$ cat config.mk
export PLATFORM = sky130hd
export DESIGN_NAME = hazard_scoreboard
export DESIGN_NICKNAME = d
export VERILOG_FILES = /design/src/rtl/hazard_scoreboard.sv
export SDC_FILE = /design/constraint.sdc
export NUM_CORES = 1
export LEC_CHECK = 0
export CORE_MARGIN = 1
export CORE_UTILIZATION = 50
export DETAILED_ROUTE_END_ITERATION = 10
export GPL_ROUTABILITY_DRIVEN = 0
export PLACE_DENSITY = 0.77
export SYNTH_ARGS = -nofsm -noshare
export SYNTH_HDL_FRONTEND = slang
export SYNTH_SLANG_ARGS = --single-unit
$ cat constraint.sdc
create_clock -name CLK -period 7.8 [get_ports CLK]
set_input_delay 2.34 -clock CLK [delete_from_list [all_inputs] [get_ports CLK]]
set_output_delay 2.34 -clock CLK [all_outputs]
set_load 0.005 [all_outputs]
$ cat src/rtl/hazard_scoreboard.sv
`default_nettype none
// ============================================================================
// Module      : hazard_scoreboard
// Description : Scoreboard-based hazard unit for the pipelined RISC-V datapath.
//               Keeps a remaining-latency counter and an age per architectural
//               register. Multi-cycle producers (loads, multiplies) hold their
//               destination busy until the result is forwardable. A consumer in
//               ID stalls IF/ID while any source it reads is still busy.
//               A data-memory wait freezes the whole pipe. A branch or jump
//               redirect in MEM flushes IF/ID and ID/EX, and clears the
//               scoreboard entries of the squashed younger instructions.
//
// Parameters  : NREGS     - architectural register count (x0 never tracked)
//               LOAD_LAT  - cycles after issue until a load result forwards
//               MUL_LAT   - cycles after issue until a multiply result forwards
//               FLUSH_AGE - entries younger than this are squashed on redirect
//
// Ports       : CLK, RST            clock (rising edge), sync active-high reset
//               id_valid            ID holds a real instruction
//               id_rs1/id_rs2       ID source register indices
//               id_use_rs1/rs2      ID instruction reads rs1 / rs2
//               id_rd               ID destination register index
//               id_is_load/is_mul   ID instruction is a load / multiply
//               PCsrc, jal_mem,
//               jalr_mem            redirect sources resolved in MEM
//               mem_wait            data memory not ready, hold the pipe
//               flush               flush IF/ID and ID/EX
//               hazard_detected     RAW stall on the scoreboard
//               PC_write            PC enable
//               IFID_write          IF/ID latch enable
//               IDEX_bubble         insert NOP into ID/EX
//               IDEX_write          ID/EX latch enable
//               stall_cnt/flush_cnt performance counters (HAZARD_PERF_EN only)
//
// Options     : HAZARD_PERF_EN - when defined, adds free-running 32-bit
//               counters of stall cycles and flush cycles.
//
// Revision    : 1.0 - initial release
// ============================================================================
module hazard_scoreboard #(
    parameter int NREGS     = 32,
    parameter int LOAD_LAT  = 1,
    parameter int MUL_LAT   = 3,
    parameter int FLUSH_AGE = 1
) (
    input  logic        CLK,
    input  logic        RST,
    input  logic        id_valid,
    input  logic [4:0]  id_rs1,
    input  logic [4:0]  id_rs2,
    input  logic        id_use_rs1,
    input  logic        id_use_rs2,
    input  logic [4:0]  id_rd,
    input  logic        id_is_load,
    input  logic        id_is_mul,
    input  logic        PCsrc,
    input  logic        jal_mem,
    input  logic        jalr_mem,
    input  logic        mem_wait,
    output logic        flush,
    output logic        hazard_detected,
    output logic        PC_write,
    output logic        IFID_write,
    output logic        IDEX_bubble,
    output logic        IDEX_write
`ifdef HAZARD_PERF_EN
    ,
    output logic [31:0] stall_cnt,
    output logic [31:0] flush_cnt
`endif
);

    // ------------------------------------------------------------------------
    // Derived widths and constants
    // ------------------------------------------------------------------------
    localparam int c_MAX_LAT = (LOAD_LAT > MUL_LAT) ? LOAD_LAT : MUL_LAT;
    localparam int c_CNT_W   = $clog2(c_MAX_LAT + 1);
    localparam int c_AGE_W   = (FLUSH_AGE > 0) ? $clog2(FLUSH_AGE + 1) : 1;

    localparam logic [c_CNT_W-1:0] c_LOAD_LAT = c_CNT_W'(LOAD_LAT);
    localparam logic [c_CNT_W-1:0] c_MUL_LAT  = c_CNT_W'(MUL_LAT);
    localparam logic [c_AGE_W-1:0] c_AGE_MAX  = c_AGE_W'(FLUSH_AGE);

    // ------------------------------------------------------------------------
    // Combinational hazard decision
    // ------------------------------------------------------------------------
    // One busy bit per 5-bit register index; index 0 and any index beyond
    // NREGS read as never busy, so x0 never stalls.
    logic [31:0]        w_busy;
    logic               w_redirect;
    logic               w_rs1_hit;
    logic               w_rs2_hit;
    logic               w_raw;
    logic               w_issue;
    logic               w_tracked;
    logic               w_rd_nz;
    logic [c_CNT_W-1:0] w_new_lat;

    assign w_redirect = PCsrc | jal_mem | jalr_mem;
    assign w_rs1_hit  = id_use_rs1 & (id_rs1 != 5'd0) & w_busy[id_rs1];
    assign w_rs2_hit  = id_use_rs2 & (id_rs2 != 5'd0) & w_busy[id_rs2];
    // rs1==rs2 collapses naturally: the OR sees the same busy bit twice.
    assign w_raw      = id_valid & (w_rs1_hit | w_rs2_hit);

    always_comb begin
        flush           = 1'b0;
        hazard_detected = 1'b0;
        PC_write        = 1'b1;
        IFID_write      = 1'b1;
        IDEX_bubble     = 1'b0;
        IDEX_write      = 1'b1;
        if (mem_wait) begin
            // Everything holds; a pending redirect stays in MEM and is
            // acted on once the memory is ready.
            PC_write    = 1'b0;
            IFID_write  = 1'b0;
            IDEX_write  = 1'b0;
        end else if (w_redirect) begin
            flush       = 1'b1;
            IDEX_bubble = 1'b1;
        end else if (w_raw) begin
            hazard_detected = 1'b1;
            PC_write        = 1'b0;
            IFID_write      = 1'b0;
            IDEX_bubble     = 1'b1;
        end
    end

    // An instruction leaves ID only when nothing above holds or kills it.
    assign w_issue   = id_valid & ~mem_wait & ~w_redirect & ~w_raw;
    assign w_tracked = id_is_load | id_is_mul;
    assign w_rd_nz   = (id_rd != 5'd0);
    // Load latency takes precedence if both type flags are set.
    assign w_new_lat = id_is_load ? c_LOAD_LAT : c_MUL_LAT;

    // ------------------------------------------------------------------------
    // Per-register scoreboard entries
    // ------------------------------------------------------------------------
    assign w_busy[0] = 1'b0;

    generate
        if (NREGS < 32) begin : g_pad
            assign w_busy[31:NREGS] = '0;
        end
    endgenerate

    generate
        for (genvar gi = 1; gi < NREGS; gi++) begin : g_reg
            logic [c_CNT_W-1:0] r_rem;
            logic [c_AGE_W-1:0] r_age;
            logic               w_rd_hit;

            assign w_rd_hit  = w_issue & w_rd_nz & (id_rd == 5'(gi));
            assign w_busy[gi] = (r_rem != '0);

            always_ff @(posedge CLK) begin
                if (RST) begin
                    r_rem <= '0;
                    r_age <= c_AGE_MAX;
                end else if (!mem_wait) begin
                    if (w_rd_hit && w_tracked) begin
                        // A fresh multi-cycle producer overrides everything.
                        r_rem <= w_new_lat;
                        r_age <= '0;
                    end else begin
                        r_age <= (r_age < c_AGE_MAX) ? r_age + 1'b1 : r_age;
                        if (w_rd_hit) begin
                            // Younger single-cycle writer: its result is
                            // forwarded normally, so the older pending one
                            // no longer matters.
                            r_rem <= '0;
                        end else if (w_redirect && (r_age < c_AGE_MAX)) begin
                            // Producer is among the flushed younger
                            // instructions; judged on its age before update.
                            r_rem <= '0;
                        end else if (r_rem != '0) begin
                            r_rem <= r_rem - 1'b1;
                        end
                    end
                end
            end
        end
    endgenerate

    // ------------------------------------------------------------------------
    // Optional performance counters
    // ------------------------------------------------------------------------
`ifdef HAZARD_PERF_EN
    logic [31:0] r_stall_cnt;
    logic [31:0] r_flush_cnt;

    always_ff @(posedge CLK) begin
        if (RST) begin
            r_stall_cnt <= '0;
            r_flush_cnt <= '0;
        end else begin
            if (hazard_detected) begin
                r_stall_cnt <= r_stall_cnt + 32'd1;
            end
            if (flush) begin
                r_flush_cnt <= r_flush_cnt + 32'd1;
            end
        end
    end

    assign stall_cnt = r_stall_cnt;
    assign flush_cnt = r_flush_cnt;
`endif

endmodule
`default_nettype wire

==> flow_summary.json, run 1 <==
{
  "status": "complete, no violations",
  "worst_ep_arrival_time_ps": 5250,
  "multi_input_area_um2": 4170,
  "path_class": "input pin to output pin",
  "cts_buffer_depth": 2,
  "yosysTopAreaCell": "dfxtp_1",
  "cp_max_fo": 9,
  "die_height_um": 117,
  "worst_ir_drop_vdd_uv": 131,
  "drcViolationCount": 0,
  "seqCellArea_um2": 1860,
  "routed_wirelength_mm": 19.2,
  "fin_skew_ps": 9.35,
  "cts_tree": "built",
  "critPathTopFamily": "buffers and inverters",
  "worstMarginPinSlew_ps": 1040,
  "crit_required_ps": 5460,
  "synthTopCellsByArea": "dfxtp_1, ha_1, inv_1, nor2_1, mux2i_1",
  "finalCriticalPeriod_ps": 7590,
  "yosysSeqAreaShare": 0.283,
  "avgSynthCellArea_um2": 7.93,
  "start_util": 0.517,
  "max_stage_delay_ps": 670,
  "cts_hold_buf": 0,
  "syn_inst": 830,
  "avgRoutedWirePerCell_um": 19.0,
  "grt_pass1_vias": 5711,
  "fin_hold_ws_ps": 461,
  "synth_flop_cell": "dfxtp_1",
  "r2r_end": "g_reg[22].r_rem[1]$_SDFFE_PP0P_",
  "rsz0062_at_grt": "false",
  "io_pins": 32,
  "numCtsBuffers": 9,
  "hpwl_mm": 13.3,
  "fp-row-count": 41,
  "core_area_um2": 12700,
  "ys_ff_latch": 93,
  "via_per_inst": 6.29,
  "final_layout_size_suffix_gt1_frac": 0.100,
  "yosysUniqueCellTypes": 71,
  "via_count": 6360,
  "dieArea_um2": 13600,
  "nets": 892,
  "areaGrowthSynthToFinish_pct": 10.6,
  "ctsResizeCount": 0,
  "hold_start": "g_reg[5].r_rem[1]$_SDFFE_PP0P_",
  "max-slew-margin-rel": 0.300,
  "syn_nets": 887,
  "track_usage": 0.292,
  "antenna_cells": 0,
  "start_kind": "input pin",
  "r2r_slack_ps": 3890,
  "end_kind": "output pin",
  "clkTransAtPathRegs_ps": 60,
  "cts_setup_buffers": 0,
  "nFillCells": 1177,
  "netlist_area_um2": 6580,
  "slew_viol_final": 0,
  "cp_num_buf_inv": 3,
  "antenna_found_initial": 1,
  "firstDrtPassIters": 6,
  "grt_overflow": 0,
  "drt_iter0_markers": 686,
  "p_leak_nw": 2.67,
  "yosys_warnings": 0,
  "cts_sinks": 93,
  "period_share": 0.973,
  "synth_common_cells": "dfxtp_1, inv_1, nor2_1, nand2_1, nor3_1",
  "htreeDepth": 3,
  "cp_common_cell": "clkdlybuf4s50_1",
  "path_cells": "clkdlybuf4s50_1 > buf_4 > mux4_2 > nor2_1 > o22ai_1 > or4_1 > nand2_1 > and2_1 > clkdlybuf4s50_1",
  "min-delay-path-class": "flip-flop to flip-flop",
  "dieWidth_um": 117,
  "grt_max_degree": 70,
  "grt_pass1_wl_mm": 30.0,
  "yosysMostFrequentCell": "dfxtp_1",
  "powerDensity_nw_per_um2": 281,
  "clkLatencyLatePin_ps": 360,
  "setup_viol": 0,
  "finalHoldViolCount": 0,
  "port_buffers": 31,
  "maxCapViolCount": 0,
  "cts-root-buf": "clkbuf_16",
  "fin_setup_tns_ps": 0,
  "ant_nets": 0,
  "synth_edf_count": 0,
  "fmax_ghz": 0.132,
  "holdPathStages": 2,
  "crit_path_top_delay_cell": "or4_1",
  "rr_worst_depth": 10,
  "timing.rr.start": "g_reg[3].r_rem[0]$_SDFFE_PP0P_",
  "synthArstFlopShare": 0,
  "synth_top_area_share": 0.283,
  "min_to": "g_reg[5].r_rem[1]$_SDFFE_PP0P_"
}
## cell usage in the layout (no fill, tap or decap), drive strengths merged, types with 23 or more instances in the layout
cell type      synthesis  routed
nor2                  75      75
ha                    31      31
mux2i                 23      23
nand3                 39      39
a31oi                 25      25
dfxtp                 93      93
nor3                  42      42
o21ai                 32      32
a21oi                 42      42
clkdlybuf4s50          0      29
inv                   85      86
nand2                 52      52
## tightest hold or removal path, delay by kind of cell, from the launching register on
kind                   cells  cell delay [ps]
flip-flops                 1              300
buffers and inverters      1               60
AO/OA/AOI/OAI              1               50
## flip-flops by register name (all words and copies together) (netlist names)
name     flops
g.r_rem     62
g.r_age     31
## how the worst max path moves through the flow
stage / from / to / slack, ps / cells after the start
finish: id_rs2[0] / hazard_detected / 210 / 9
global route: id_rs2[0] / hazard_detected / 80 / 9
detailed placement: id_rs2[0] / hazard_detected / 240 / 9
floorplan: id_rs2[2] / PC_write / 870 / 11
CTS: id_rs2[0] / hazard_detected / 230 / 9
global placement: id_rs2[0] / hazard_detected / 260 / 9
## cell type report
class,instances,area share
tap,172,0.0296
clock buffer,11,0.0320
inverter,85,0.0438
sequential,93,0.256
multi-input combinational,598,0.573
timing repair buffer,48,0.0588
clock inverter,4,0.00670
## report_power, final
group	total (W)	internal, W	switching, W
logic	0.000944	0.000427	0.000517
clock network	0.000440	0.000247	0.000193
registers	0.000658	0.000594	0.0000648
## per-layer routing
| metal | global-route usage | wire length, um | up-vias |
|---|---|---|---|
| li1 | - | - | 3063 |
| met1 | 0.379 | 8330 | 2963 |
| met2 | 0.454 | 8490 | 285 |
| met3 | 0.0789 | 1760 | 49 |
| met4 | 0.128 | 634 | 0 |
| met5 | 0 | 0 | - |
## kinds of logic (layout without fill, tap and decap cells)
group | after synthesis | after routing | synth area share
buf+inv | 139 | 148 | 0.0835
mux | 42 | 42 | 0.0852
fa+ha+maj | 31 | 31 | 0.0590
flops | 93 | 93 | 0.283
compound gates | 224 | 224 | 0.259
simple gates | 301 | 301 | 0.230
## metrics by stage
step,std cells,setup WS [ps],util,total power (W),instance area [um^2]
2_1_floorplan,830,872,-,0.00135,6580
3_3_place_gp,996,261,0.550,0.00156,7000
3_5_place_dp,996,236,0.550,0.00159,7000
4_1_cts,1011,231,0.572,0.00203,7280
5_1_grt,1011,84.4,0.572,0.00219,7280
6_report,1011,214,0.572,0.00204,7280
(Power assumes the default switching activity.)
==> run 2: changes to the inputs <==
--- a/config.mk
+++ b/config.mk
@@ -5,7 +5,6 @@
 export SDC_FILE = /design/constraint.sdc
 export NUM_CORES = 1
 export LEC_CHECK = 0
-export CORE_MARGIN = 1
 export CORE_UTILIZATION = 50
 export DETAILED_ROUTE_END_ITERATION = 10
 export GPL_ROUTABILITY_DRIVEN = 0
==> results of run 2 <==
Same layout as run 1: the final DEF is identical, and so are final timing and power.
==> run 3: changes to the inputs <==
--- a/config.mk
+++ b/config.mk
@@ -9,6 +9,7 @@
 export DETAILED_ROUTE_END_ITERATION = 10
 export GPL_ROUTABILITY_DRIVEN = 0
 export PLACE_DENSITY = 0.77
+export SLEW_MARGIN = 20
 export SYNTH_ARGS = -nofsm -noshare
 export SYNTH_HDL_FRONTEND = slang
 export SYNTH_SLANG_ARGS = --single-unit
==> run 3 against run 2 <==
Compared with the run above: sequential share of layout area about the same; clock skew is essentially flat; register-to-register slack got worse by 30 ps; sequential power hardly changed; first-iteration DRC count is 3.1% higher; routed wire length rose by 0.29%; setup slack better by 3.4 ps; final area hardly changed; critical path depth stayed put; core utilization about the same; clock power hardly changed; combinational power about the same; critical endpoint unchanged.
==> flow_summary.json, run 3 (synthesis gave the netlist of run 1 again) <==
{
  "finalHoldViolCount": 0,
  "via_per_inst": 6.29,
  "start_util": 0.517,
  "r2r_slack_ps": 3860,
  "cts_setup_buffers": 0,
  "post-route-util": 0.573,
  "finalCriticalPeriod_ps": 7580,
  "rsz0062_at_grt": "false",
  "ctsResizeCount": 0,
  "worstMarginPinSlew_ps": 932,
  "layout_commonest_cell": "dfxtp_1",
  "clkTransAtPathRegs_ps": 60,
  "end_kind": "output pin",
  "start_kind": "input pin",
  "worst_ir_drop_vdd_uv": 131,
  "cts_tree": "built",
  "cts_hold_buf": 0,
  "max_stage_delay_ps": 670,
  "htreeDepth": 3,
  "dieWidth_um": 117,
  "cts_buffer_depth": 2,
  "max-slew-margin-rel": 0.377,
  "clkLatencyLatePin_ps": 360,
  "p_leak_nw": 2.67,
  "drt_iter0_markers": 707,
  "hpwl_mm": 13.3,
  "firstDrtPassIters": 6,
  "via_count": 6361,
  "largest_reg_flops": 62,
  "antenna_cells": 0,
  "dpl_cell_area_um2": 7000,
  "fin_skew_ps": 9.78,
  "final_layout_size_suffix_gt1_frac": 0.101,
  "grt_overflow": 0,
  "holdPathStages": 1,
  "r2r_end": "g_reg[22].r_rem[1]$_SDFFE_PP0P_",
  "min-delay-path-class": "flip-flop to flip-flop",
  "port_buffers": 31,
  "nets": 892,
  "fin_hold_ws_ps": 461,
  "top_regs": "g.r_rem: 62 flops, g.r_age: 31 flops",
  "crit_required_ps": 5460,
  "numCtsBuffers": 9,
  "fmax_ghz": 0.132,
  "period_share": 0.972,
  "cts-root-buf": "clkbuf_16",
  "powerDensity_nw_per_um2": 280,
  "antenna_found_initial": 1,
  "path_cells": "clkdlybuf4s50_1 > buf_4 > mux4_2 > nor2_1 > o22ai_1 > or4_1 > nand2_1 > and2_1 > clkdlybuf4s50_1",
  "grt_pass1_vias": 5711,
  "final_cell_mix": "dfxtp_1, inv_1, nor2_1, nand2_1",
  "cts_sinks": 93,
  "fin_setup_tns_ps": 0,
  "fp-row-count": 41,
  "timing.rr.start": "g_reg[3].r_rem[0]$_SDFFE_PP0P_",
  "drcViolationCount": 0,
  "grt_pass1_wl_mm": 30.0,
  "path_class": "input pin to output pin",
  "crit_path_top_delay_cell": "or4_1",
  "maxCapViolCount": 0,
  "grt_max_degree": 70,
  "worst_ep_arrival_time_ps": 5240,
  "avgRoutedWirePerCell_um": 19.1,
  "setup_viol": 0,
  "routed_wirelength_mm": 19.3,
  "areaGrowthSynthToFinish_pct": 10.7,
  "startpoint": "id_rs2[0]",
  "track_usage": 0.292,
  "status": "complete, no violations",
  "regMostFlops": "g.r_rem",
  "ant_nets": 0,
  "core_area_um2": 12700,
  "crit_end": "hazard_detected",
  "rr_worst_depth": 10,
  "cp_max_fo": 9,
  "die_height_um": 117,
  "final_area_um2": 7280,
  "dieArea_um2": 13600,
  "slew_viol_final": 0,
  "io_pins": 32,
  "cp_common_cell": "clkdlybuf4s50_1"
}
[run 3: changes by cell type in the layout (fill, tap and decap cells not counted)]
cell	previous run	this run
nor4_1	9	8
nor4_2	0	1
[run 3: how the worst min path moves through the flow]
stage	startpoint	to	slack, ps
after floorplan	g_reg[25].r_age$_SDFFE_PP1P_	g_reg[25].r_age$_SDFFE_PP1P_	430
after global placement	g_reg[25].r_age$_SDFFE_PP1P_	g_reg[25].r_age$_SDFFE_PP1P_	440
after detailed placement	g_reg[25].r_age$_SDFFE_PP1P_	g_reg[25].r_age$_SDFFE_PP1P_	440
after CTS	g_reg[1].r_rem[1]$_SDFFE_PP0P_	g_reg[1].r_rem[1]$_SDFFE_PP0P_	460
after global routing	g_reg[20].r_rem[1]$_SDFFE_PP0P_	g_reg[20].r_rem[1]$_SDFFE_PP0P_	490
final	g_reg[27].r_rem[1]$_SDFFE_PP0P_	g_reg[27].r_rem[1]$_SDFFE_PP0P_	460
[run 3: final cells by class]
type,count,area (um^2)
fillers,1174,5440
well taps,172,215
multi-input cells,598,4180
repair buffers,48,428
inverters,85,319
clock buffers,11,233
clock inverters,4,48.8
flip-flops and latches,93,1860
[run 3: power by group]
part	switching, W	internal [W]	leakage [nW]
clock	0.000193	0.000247	0.140
sequential	0.0000649	0.000594	0.761
combinational	0.000517	0.000427	1.77
total	0.000775	0.00127	2.67
[run 3: through the flow]
| stage | setup WS, ps | total power (W) | instances |
|---|---|---|---|
| after global placement | 261 | 0.00156 | 996 |
| after floorplan | 872 | 0.00135 | 830 |
| after global routing | 84.4 | 0.00219 | 1011 |
| after detailed placement | 236 | 0.00159 | 996 |
| final | 217 | 0.00204 | 1011 |
| after CTS | 231 | 0.00203 | 1011 |
[run 3: layer usage]
layer,GRT usage,vias to the layer above,wire length [um],part of all wire
li1,-,3053,-,-
met1,0.379,2995,8360,0.43
met2,0.454,268,8500,0.44
met3,0.0789,45,1790,0.093
met4,0.128,0,617,0.032
met5,0,-,0,0
[run 3: critical path, delay by kind of cell]
kind | cells | cell delay, ps
multiplexers | 1 | 510
AO/OA/AOI/OAI | 1 | 80
AND/OR/NAND/NOR | 4 | 1030
buffers and inverters | 3 | 1280
